[config.mk]
export PLATFORM = sky130hd
export DESIGN_NAME = gcd_engine
export DESIGN_NICKNAME = d
export VERILOG_FILES = /design/src/rtl/gcd_engine.sv
export SDC_FILE = /design/constraint.sdc
export NUM_CORES = 1
export LEC_CHECK = 0
export BUFFER_PORTS_ARGS = -buffer_cell sky130_fd_sc_hd__buf_2
export CELL_PAD_IN_SITES_DETAIL_PLACEMENT = 2
export CELL_PAD_IN_SITES_GLOBAL_PLACEMENT = 2
export CORE_AREA = 10 10 105 107
export DETAILED_ROUTE_END_ITERATION = 16
export DIE_AREA = 0 0 115 117
export HOLD_SLACK_MARGIN = 0.06
export PLACE_DENSITY_LB_ADDON = 0.1
export SLEW_MARGIN = 10
export SYNTH_ARGS = -nofsm -noshare
export SYNTH_HDL_FRONTEND = slang
export SYNTH_SLANG_ARGS = --single-unit
[constraint.sdc]
create_clock -name _clock -period 2.5 [get_ports _clock]
set_input_delay 0.5 -clock _clock [delete_from_list [all_inputs] [get_ports _clock]]
set_output_delay 0.5 -clock _clock [all_outputs]
set_load 0.02 [all_outputs]
[src/rtl/gcd_engine.sv]
// Handshaked binary (Stein) GCD engine, one reduction step per clock.
// Optional RUN-cycle counter on _cycles when GCD_CYCLE_COUNT_EN is defined.
module gcd_engine #(
    parameter int WIDTH = 8,
    parameter int CNTW  = 8
) (
    input  logic             _clock,
    input  logic             _reset,
    input  logic             _start,
    input  logic [WIDTH-1:0] _num0,
    input  logic [WIDTH-1:0] _num1,
    output logic             _busy,
    output logic             _done,
    output logic [WIDTH-1:0] _greatest,
    output logic             _success
`ifdef GCD_CYCLE_COUNT_EN
    ,
    output logic [CNTW-1:0]  _cycles
`endif
);

    localparam int KW = $clog2(WIDTH) + 1;

    typedef enum logic [1:0] {
        S_IDLE,
        S_RUN,
        S_DONE
    } state_t;

    if (WIDTH < 2 || CNTW < 1) begin : g_param_check
        $error("gcd_engine: WIDTH must be >= 2 and CNTW >= 1");
    end

    state_t           state_q, state_d;
    logic [WIDTH-1:0] a_q, a_d;
    logic [WIDTH-1:0] b_q, b_d;
    logic [KW-1:0]    k_q, k_d;
    logic [WIDTH-1:0] greatest_q, greatest_d;
    logic             success_q, success_d;
    logic             busy_q, busy_d;
    logic             done_q, done_d;

`ifdef GCD_CYCLE_COUNT_EN
    logic [CNTW-1:0]  cnt_q, cnt_d;
    logic [CNTW-1:0]  cycles_q, cycles_d;
    logic [CNTW-1:0]  cnt_inc;

    assign cnt_inc = (&cnt_q) ? cnt_q : cnt_q + CNTW'(1);
`endif

    always_comb begin
        // NOTE: every variable gets a default first so no path leaves it unassigned (no latch).
        state_d    = state_q;
        a_d        = a_q;
        b_d        = b_q;
        k_d        = k_q;
        greatest_d = greatest_q;
        success_d  = success_q;
`ifdef GCD_CYCLE_COUNT_EN
        cnt_d      = cnt_q;
        cycles_d   = cycles_q;
`endif

        case (state_q)
            S_IDLE: begin
                if (_start) begin
                    if (_num0 != '0 && _num1 != '0) begin
                        a_d       = _num0;
                        b_d       = _num1;
                        k_d       = '0;
                        success_d = 1'b0;
`ifdef GCD_CYCLE_COUNT_EN
                        cnt_d     = '0;
`endif
                        state_d   = S_RUN;
                    end else begin
                        // gcd(x,0) = x, so the OR of the operands is the answer.
                        greatest_d = _num0 | _num1;
                        success_d  = ((_num0 | _num1) != '0);
`ifdef GCD_CYCLE_COUNT_EN
                        cycles_d   = '0;
`endif
                        state_d    = S_DONE;
                    end
                end
            end

            S_RUN: begin
`ifdef GCD_CYCLE_COUNT_EN
                cnt_d = cnt_inc;
`endif
                if (!a_q[0] && !b_q[0]) begin
                    a_d = a_q >> 1;
                    b_d = b_q >> 1;
                    k_d = k_q + KW'(1);
                end else if (!a_q[0]) begin
                    a_d = a_q >> 1;
                end else if (!b_q[0]) begin
                    b_d = b_q >> 1;
                end else if (a_q == b_q) begin
                    greatest_d = a_q << k_q;
                    success_d  = 1'b1;
`ifdef GCD_CYCLE_COUNT_EN
                    cycles_d   = cnt_inc;
`endif
                    state_d    = S_DONE;
                end else if (a_q > b_q) begin
                    // Both odd here: the difference is even, so the shift is exact.
                    a_d = (a_q - b_q) >> 1;
                end else begin
                    b_d = (b_q - a_q) >> 1;
                end
            end

            S_DONE:  state_d = S_IDLE;
            default: state_d = S_IDLE;
        endcase

        busy_d = (state_d == S_RUN);
        done_d = (state_d == S_DONE);
    end

    always_ff @(posedge _clock or posedge _reset) begin
        if (_reset) begin
            state_q    <= S_IDLE;
            a_q        <= '0;
            b_q        <= '0;
            k_q        <= '0;
            greatest_q <= '0;
            success_q  <= 1'b0;
            busy_q     <= 1'b0;
            done_q     <= 1'b0;
`ifdef GCD_CYCLE_COUNT_EN
            cnt_q      <= '0;
            cycles_q   <= '0;
`endif
        end else begin
            // NOTE: non-blocking assignments so every flop samples pre-edge values.
            state_q    <= state_d;
            a_q        <= a_d;
            b_q        <= b_d;
            k_q        <= k_d;
            greatest_q <= greatest_d;
            success_q  <= success_d;
            busy_q     <= busy_d;
            done_q     <= done_d;
`ifdef GCD_CYCLE_COUNT_EN
            cnt_q      <= cnt_d;
            cycles_q   <= cycles_d;
`endif
        end
    end

    assign _busy     = busy_q;
    assign _done     = done_q;
    assign _greatest = greatest_q;
    assign _success  = success_q;
`ifdef GCD_CYCLE_COUNT_EN
    assign _cycles   = cycles_q;
`endif

endmodule

==> impl_metrics.csv, run 1 <==
group,metric,value,unit
outcome,status,"finished, final reports clean",
layout,fin_nets,438,
global_routing,use_met2,0.268,
logic_synthesis,ys_ff_latch,33,
setup_path,required,2.74,ns
routing,routed_via_density,5.62,
place,dp.final_hpwl,9070,µm
clock_tree,cts_buffers,5,
logic_synthesis,netlist_instances,333,
timing,skew,0.0126,ns
place,pre_cts_slack,-0.0637,ns
setup_path,worstSetupStartpointType,"flip-flop",
clock_tree,htree_num_levels,2,
logic_synthesis,yosys.area.top_type_share,0.288,
clock_tree,cts_tree,"yes",
layout,diodes,0,
clock_tree,clk_pin_slew_worst_paths,0.09,ns
place,gp_congestion,0.841,
layout,fillerInstances,1015,
logic_synthesis,synth_mux_area_frac,0.102,
global_routing,grt_use_met1,0.234,
logic_synthesis,ys.flop_type,"dfrtp_1",
routing,drtPass1Iterations,4,
setup_path,crit_arrival,2.61,ns
routing,drc,0,
global_routing,grt_first_pass_wirelength,17900,µm
floorplanning,io_pins,30,
setup_path,crit_type,"reg -> reg",
hold_path,hp-class,"in -> async",
routing,totalWireLength,11200,µm
logic_synthesis,synth_fa_ha_area_frac,0.0881,
timing,setup_viol,0,
timing,worst_slack,0.128,ns
logic_synthesis,synth_most_common_cell,"o21ai_0",
timing,tightest_slew,0.603,ns
floorplanning,rows,35,
floorplanning,dieArea,13500,µm²
floorplanning,start_util,0.318,
logic_synthesis,synth_top_cell_by_area,"dfrtp_1",
timing,finalHoldViolCount,0,
routing,wl_per_cell,21.8,µm
logic_synthesis,syn-num-nets,371,
setup_path,worstPathCellList,"buf_4 > ha_1 > nor2_1 > a21o_1 > a21oi_4 > or4b_1 > a21oi_2 > mux2_1",
logic_synthesis,synthSimpleGateAreaFrac,0.186,
routing,vias,2876,
setup_path,critPathMaxStageDelay,0.57,ns
floorplanning,design.core.area,9020,µm²
pwr,power_density,1590,nW/µm²
floorplanning,die_w,115,µm
layout,layout-drive-gt1-share,0.302,
logic_synthesis,synth_compound_area_frac,0.253,
global_routing,grt_pass1_vias,3132,
setup_path,crit_path_end_kind,"flip-flop",
job,cap_violations,0,
place,io_buffers,29,
clock_tree,cts_hold_buf,0,
setup_path,crit_fanout,4,
logic_synthesis,synth_top_family_by_area,"compound AO/OA/AOI/OAI gates",
global_routing,top_usage_layer,"met2",
global_routing,antenna_found_initial,0,
logic_synthesis,netlist-cell-type-count,61,
logic_synthesis,yosys_warnings,0,
timing,fmax,0.422,GHz
layout,regArea,826,µm²
global_routing,grt_max_degree,34,
layout,multi_input_area,1930,µm²
layout,post-route-util,0.396,
clock_tree,cts_buffer_depth,2,
logic_synthesis,synth-async-reset-ratio,1.00,
floorplanning,die_y,117,µm
timing,slew_headroom,0.598,
timing,fin_crit_sh,0.949,
logic_synthesis,synth_area,2870,µm²
logic_synthesis,yosysSeqAreaShare,0.288,
setup_path,slowest_stage,"or4b_1",
logic_synthesis,synth_common_cells,"39 x o21ai_0, 33 x dfrtp_1, 27 x nor2_1",
timing,timing.final.crit_period,2.37,ns
logic_synthesis,synthTopCellsByArea,"dfrtp_1 29%, ha_1 7.4%, o21ai_0 6.8%",
routing,ant_nets,0,
layout,syn_to_final_growth,24.6,%
logic_synthesis,synthXorXnorAreaFrac,0.0214,
global_routing,grt_util_met3,0.0316,
routing,drt_iter0_markers,114,
global_routing,grt_overflow,0,
clock_tree,cts_sinks,33,
clock_tree,clock_latency,0.30,ns
logic_synthesis,synth_enable_flop_cells,0,
global_routing,track_usage,0.168,
timing,slew_violations,0,
pwr,ir_worst_vdd,0.537,mV
pwr,p_leak,0.00162,µW
clock_tree,root_buffer,"clkbuf_8",
logic_synthesis,avgSynthCellArea,8.62,µm²
==> registers in the layout, indices dropped and copies added (netlist names) <==
| name | flops |
|---|---|
| _busy | 1 |
| _done | 1 |
| _greatest | 8 |
| _success | 1 |
| a_q | 8 |
| b_q | 8 |
| k_q | 4 |
| state_q | 2 |
==> critical path, delay by kind of cell, from the launching register on <==
kind	cells	cell delay, ns
mux	1	0.13
flops	1	0.39
compound gates	3	0.52
fa+ha+maj	1	0.25
simple gates	2	0.87
buf+inv	1	0.16
==> final cells by class <==
cell class,count,area share
Clock inverter,3,0.00490
Tap cell,111,0.0389
Inverter,25,0.0263
Timing Repair Buffer,76,0.139
Sequential cell,33,0.231
Multi-Input combinational cell,259,0.540
Clock buffer,5,0.0193
==> worst paths after layout <==
kind | from | end | cells after the start | slack [ns]
max | a_q[2] | b_q[3] | 8 | 0.13
min | _reset | a_q[5] | 3 | 0.30
max reg2reg | a_q[2] | b_q[3] | 8 | 0.13
min reg2reg | _greatest[5] | _greatest[5] | 1 | 0.51
max in group asynchronous | _reset | _greatest[6] | 3 | 1.88
min in group _clock | _num1[7] | b_q[7] | 2 | 0.48
==> through the flow <==
stage / total power, µW / instances / hold slack, ns / cell area [µm²] / setup TNS, ns
finish: 5670 / 512 / 0.301 / 3570 / 0
detailed placement: 5080 / 503 / 0.492 / 3430 / -0.0637
CTS: 5550 / 511 / 0.321 / 3520 / 0
global placement: 4960 / 503 / 0.485 / 3430 / 0
floorplan: 3580 / 333 / 0.466 / 2880 / 0
global route: 6160 / 512 / 0.343 / 3570 / -0.0273
==> cells in the final DEF, fill, tap and decap left out, types with 5 or more instances in the layout <==
cell / n
inv_1: 25
mux2_2: 9
clkbuf_8: 5
nor4_1: 6
nand2b_1: 10
a21oi_1: 22
ha_1: 12
nor2_1: 27
o22ai_1: 7
nor3b_1: 5
dfrtp_1: 33
mux2i_1: 15
buf_4: 47
nor3_1: 6
o21ai_0: 38
buf_2: 29
nand2_1: 14
==> cell families (layout without fill, tap and decap cells) <==
family	after synthesis	count (layout)
muxes	27	27
AOI/OAI and AO/OA	109	109
DFF	33	33
xor gates and xnor gates	7	7
buffers and inverters	41	109
adders and majority gates	19	19
and+or+nand+nor	97	97
==> metal layers <==
metal / routed length, µm / vias to the layer above
met1: 5530 / 1475
met4: 63 / 0
li1: - / 1347
met2: 5150 / 48
met5: 0 / -
met3: 417 / 6
==> where the power goes <==
group          internal (µW)  switching (µW)
logic                   1870            2440
clock network            193             230
registers                731             209
total                   2790            2880
==> repair_timing <==
| action | in CTS | in global routing |
|---|---|---|
| pin swaps | 1 | 1 |
| endpoints found under the setup margin | 1 | 13 |
| buffers inserted | 0 | 1 |
| hold endpoints to repair | 0 | 0 |
| gates resized for setup | 2 | 13 |
No activity file was read; power rests on OpenSTA's default activity.
==> run 2, diff against run 1 <==
==> config.mk (replaced) <==
export PLATFORM = sky130hd
export DESIGN_NAME = gcd_engine
export DESIGN_NICKNAME = d
export VERILOG_FILES = /design/src/rtl/gcd_engine.sv
export SDC_FILE = /design/constraint.sdc
export NUM_CORES = 1
export LEC_CHECK = 0
export BUFFER_PORTS_ARGS = -buffer_cell sky130_fd_sc_hd__buf_2
export CORE_AREA = 10 10 91 93
export DETAILED_ROUTE_END_ITERATION = 16
export DIE_AREA = 0 0 101 103
export HOLD_SLACK_MARGIN = 0.06
export PLACE_DENSITY = 0.65
export SLEW_MARGIN = 10
export SYNTH_ARGS = -nofsm -noshare
export SYNTH_HDL_FRONTEND = slang
export SYNTH_SLANG_ARGS = --single-unit
==> run 2 against run 1 <==
Effect of this change:
- die area down 23%
- fmax down 3.5%
- power fell by 5.7%
- cell count down 8.6%
- largest cell class unchanged
==> impl_metrics.csv, run 2 (synthesized netlist as in run 1, its figures left out) <==
group,metric,value,unit
setup_path,worstPathCellList,"buf_4 > ha_1 > fa_1 > nand2b_1 > a2111oi_0 > a311oi_1 > nor3_1 > o22ai_1 > mux2i_1",
job,cap_violations,0,
floorplanning,die_y,103,µm
setup_path,crit_type,"reg -> reg",
clock_tree,htree_num_levels,2,
outcome,status,"finished, final reports clean",
setup_path,critPathTopFamily,"adder cells",
layout,final_common_cell,"o21ai_0",
place,gp_congestion,0.938,
setup_path,required,2.72,ns
setup_path,worstSetupStartpointType,"flip-flop",
timing,hold_ws,0.284,ns
pwr,power_density,1550,nW/µm²
layout,fin_nets,425,
global_routing,grt_first_pass_wirelength,14700,µm
pwr,ir_worst_vdd,0.819,mV
layout,diodes,0,
global_routing,track_usage,0.176,
timing,rsz0062_at_grt,"true",
setup_path,critPathMaxStageDelay,0.41,ns
setup_path,rrSetupSlack,0.04,ns
setup_path,crit_arrival,2.68,ns
routing,drt_iter0_markers,309,
clock_tree,cts_tree,"yes",
floorplanning,dieArea,10400,µm²
timing,slew_violations,0,
timing,finalHoldViolCount,0,
setup_path,crit_path_end_kind,"flip-flop",
clock_tree,cts_buffer_depth,2,
clock_tree,clock_latency,0.30,ns
floorplanning,die_w,101,µm
setup_path,reg2reg_from,"a_q[0]",
pwr,p_leak,0.00156,µW
layout,multi_input_area,1930,µm²
timing,tightest_slew,0.580,ns
layout,fillerInstances,597,
timing,fmax,0.407,GHz
floorplanning,design.core.area,6570,µm²
layout,final_cell_mix,"37 x o21ai_0, 33 x dfrtp_1, 33 x buf_4",
clock_tree,clk_pin_slew_worst_paths,0.08,ns
routing,wl_per_cell,19.3,µm
clock_tree,cts_buffers,5,
place,io_buffers,29,
setup_path,cp-startpoint,"a_q[0]",
setup_path,rr_endpoint,"b_q[5]",
setup_path,slowest_stage,"dfrtp_1",
floorplanning,io_pins,30,
clock_tree,cts_sinks,33,
place,place_area,3280,µm²
layout,layout-drive-gt1-share,0.276,
timing,timing.final.crit_period,2.46,ns
floorplanning,start_util,0.437,
timing,fin_crit_sh,0.983,
routing,drc,0,
layout,regArea,826,µm²
routing,vias,2863,
hold_path,hp-class,"in -> async",
setup_path,crit_buf_inv,1,
routing,ant_nets,0,
global_routing,grt_pass1_vias,2855,
global_routing,grt_overflow,0,
layout,fin_area,3440,µm²
routing,routed_via_density,6.12,
routing,drtPass1Iterations,5,
layout,post-route-util,0.524,
setup_path,cp.depth,9,
global_routing,grt_max_degree,34,
routing,totalWireLength,9050,µm
clock_tree,root_buffer,"clkbuf_8",
timing,slew_headroom,0.613,
layout,syn_to_final_growth,20.1,%
timing,setup_viol,0,
timing,fin_setup_tns,0,ns
floorplanning,rows,30,
place,dp.final_hpwl,7100,µm
setup_path,r2r_cells,9,
setup_path,crit_fanout,8,
global_routing,antenna_found_initial,0,
timing,skew,0.00800,ns
run 2: changes by cell type in the layout (fill, tap and decap cells not counted), moves of 2 or more:
cell	change
buf_4	-14
ha_2	-4
ha_1	+3
nor2_1	-2
nor2_2	+2
run 2: tightest hold or removal path: cells and delay by family:
kind,cells,cell delay (ns)
buffers and inverters,3,0.51
run 2: layout make-up:
cell class	count	share of cell area
Inverter	25	0.0272
Multi-Input combinational cell	259	0.562
Clock inverter	3	0.00509
Sequential cell	33	0.240
Timing Repair Buffer	63	0.117
Tap cell	80	0.0291
Clock buffer	5	0.0200
run 2: timing repair:
action | 4_1_cts | 5_1_grt
cloned | 0 | 0
gates resized for setup | 2 | 13
endpoints found under the setup margin | 4 | 6
buffers inserted | 0 | 2
hold buffers | 0 | 0
pin swaps | 0 | 3
run 2: routing by layer:
| layer | wire, µm | track usage | part of all wire |
|---|---|---|---|
| met1 | 4060 | 0.234 | 0.45 |
| met2 | 4160 | 0.280 | 0.46 |
| met3 | 566 | 0.0315 | 0.063 |
| met4 | 260 | 0.0643 | 0.029 |
| met5 | 0 | 0 | 0 |
run 2: through the flow:
| stage | setup slack [ns] | std cells | total power (µW) |
|---|---|---|---|
| after detailed placement | -0.0258 | 458 | 4710 |
| after global placement | 0.00492 | 458 | 4650 |
| after CTS | 0.0262 | 466 | 5160 |
| after floorplan | 0.00755 | 333 | 3580 |
| after global routing | -0.0471 | 468 | 5770 |
| final | 0.0426 | 468 | 5350 |
run 2: power by group:
group	internal, µW	total (µW)	switching (µW)
combinational	1760	4000	2240
clock	192	409	217
sequential	732	932	200
total	2680	5350	2660
run 2: worst max-delay path by stage:
stage,to,slack (ns)
2_1_floorplan,b_q[6],0.008
3_3_place_gp,a_q[2],0.005
3_5_place_dp,a_q[1],-0.03
4_1_cts,a_q[1],0.03
5_1_grt,a_q[1],-0.05
6_report,b_q[5],0.04
==> run 3, diff against run 2 <==
--- a/config.mk
+++ b/config.mk
@@ -9,6 +9,7 @@
 export CORE_AREA = 10 10 91 93
 export DETAILED_ROUTE_END_ITERATION = 16
 export DIE_AREA = 0 0 101 103
+export GPL_TIMING_DRIVEN = 0
 export HOLD_SLACK_MARGIN = 0.06
 export PLACE_DENSITY = 0.65
 export SLEW_MARGIN = 10
==> run 3 against run 2 <==
Effect of this change:
- global-route usage shrank 0.31 points
- sequential share of layout area decreased by 0.58 points
- routed wire length decreased by 0.60%
- hold slack gained 0.026 ns
- clock power increased by 33%
- critical endpoint is now a_q[1]
==> impl_metrics.csv, run 3 (synthesized netlist as in run 1, its figures left out) <==
group,metric,value,unit
layout,post-route-util,0.538,
setup_path,cp-endpoint,"a_q[1]",
place,dp.final_hpwl,6570,µm
routing,wl_per_cell,19.2,µm
floorplanning,die_w,101,µm
pwr,power.total,5680,µW
layout,final_cell_mix,"38 x o21ai_0, 34 x buf_2, 32 x dfrtp_1",
clock_tree,htree_num_levels,2,
routing,drc,0,
clock_tree,root_buffer,"clkbuf_8",
setup_path,crit_arrival,2.66,ns
place,io_buffers,29,
hold_path,hp-class,"in -> async",
floorplanning,start_util,0.437,
setup_path,worstSetupStartpointType,"flip-flop",
place,gp_congestion,0.889,
routing,ant_nets,0,
clock_tree,cts_hold_buf,0,
routing,drt_iter0_markers,297,
floorplanning,design.core.area,6570,µm²
floorplanning,die_y,103,µm
outcome,status,"finished, final reports clean",
setup_path,cp-startpoint,"a_q[3]",
global_routing,track_usage,0.173,
floorplanning,dieArea,10400,µm²
timing,skew,0.0105,ns
global_routing,grt_pass1_vias,2915,
timing,fin_crit_sh,0.981,
routing,vias,2850,
layout,fin_area,3530,µm²
pwr,ir_worst_vdd,0.846,mV
timing,slew_headroom,0.525,
global_routing,grt_overflow,0,
timing,timing.final.crit_period,2.45,ns
timing,setup_viol,0,
routing,routed_via_density,6.09,
layout,diodes,0,
clock_tree,clock_latency,0.30,ns
clock_tree,cts_buffers,5,
layout,syn_to_final_growth,23.2,%
job,cap_violations,0,
setup_path,rrSetupSlack,0.05,ns
routing,totalWireLength,9000,µm
pwr,p_leak,0.00155,µW
setup_path,crit_path_end_kind,"flip-flop",
setup_path,required,2.71,ns
layout,fin_nets,425,
timing,fmax,0.408,GHz
timing,finalHoldViolCount,0,
timing,slew_violations,0,
setup_path,crit_type,"reg -> reg",
clock_tree,cts_tree,"yes",
setup_path,r2r_cells,10,
floorplanning,io_pins,30,
pwr,power_density,1610,nW/µm²
layout,layout-drive-gt1-share,0.281,
timing,tightest_slew,0.711,ns
setup_path,rr_endpoint,"a_q[1]",
timing,rsz0062_at_grt,"false",
clock_tree,clk_pin_slew_worst_paths,0.08,ns
global_routing,grt_max_degree,34,
layout,regArea,827,µm²
clock_tree,cts_buffer_depth,2,
floorplanning,rows,30,
setup_path,crit_fanout,8,
clock_tree,cts_sinks,33,
setup_path,reg2reg_from,"a_q[3]",
layout,multi_input_area,2020,µm²
layout,final_common_cell,"o21ai_0",
layout,fillerInstances,595,
global_routing,grt_first_pass_wirelength,14600,µm
routing,drtPass1Iterations,5,
global_routing,antenna_found_initial,0,
place,place_area,3130,µm²
==> run 3: worst min path at each step <==
stage | cells past startpoint | end
detailed placement | 1 | _greatest[6]
floorplan | 1 | b_q[7]
finish | 2 | a_q[2]
global placement | 1 | _greatest[2]
global route | 2 | a_q[2]
CTS | 2 | a_q[2]
==> run 3: cell type report <==
class | count | share of cell area
buffer | 16 | 0.0265
clock buffer | 7 | 0.0244
clock inverter | 1 | 0.00850
inverter | 25 | 0.0265
multi-input combinational | 259 | 0.571
sequential | 33 | 0.234
tap | 80 | 0.0283
timing repair buffer | 47 | 0.0804
==> run 3: layer usage <==
metal  global-route usage  wire length (µm)  up-vias  share of wire
met5                    0                 0        -              0
met4               0.0493               162        0          0.018
met3               0.0349               583       14          0.065
met2                0.288              4280      122           0.48
met1                0.222              3970     1381           0.44
li1                     -                 -     1333              -
==> run 3: stage by stage <==
step | worst slack [ns] | hold slack [ns] | instances | setup TNS (ns)
2_1_floorplan | 0.00755 | 0.466 | 333 | 0
3_3_place_gp | -0.292 | 0.486 | 442 | -1.83
3_5_place_dp | -0.295 | 0.490 | 442 | -1.96
4_1_cts | 0.00228 | 0.340 | 465 | 0
5_1_grt | 0.00260 | 0.374 | 468 | 0
6_report | 0.0467 | 0.310 | 468 | 0
==> run 3: critical path, stage by stage (launching register included) <==
cell and delay (ns):
dfrtp_1 0.42, inv_2 0.09, ha_1 0.28, buf_4 0.17
nand4b_1 0.15, or2_4 0.28, o21ai_2 0.07, a21oi_2 0.09
o311ai_4 0.41, buf_4 0.21, mux2i_1 0.18
==> run 3: timing repair <==
item	4_1_cts	5_1_grt
endpoints found under the setup margin	15	17
resized for setup	15	20
hold endpoints to repair	0	0
buffers inserted	15	3
pin swaps	7	4
==> run 3: where the power goes <==
group	internal, µW	leakage [µW]	switching, µW	total, µW
Sequential	734	0.000423	176	910
Combinational	1840	0.00107	2380	4220
Clock	325	0.0000585	221	546
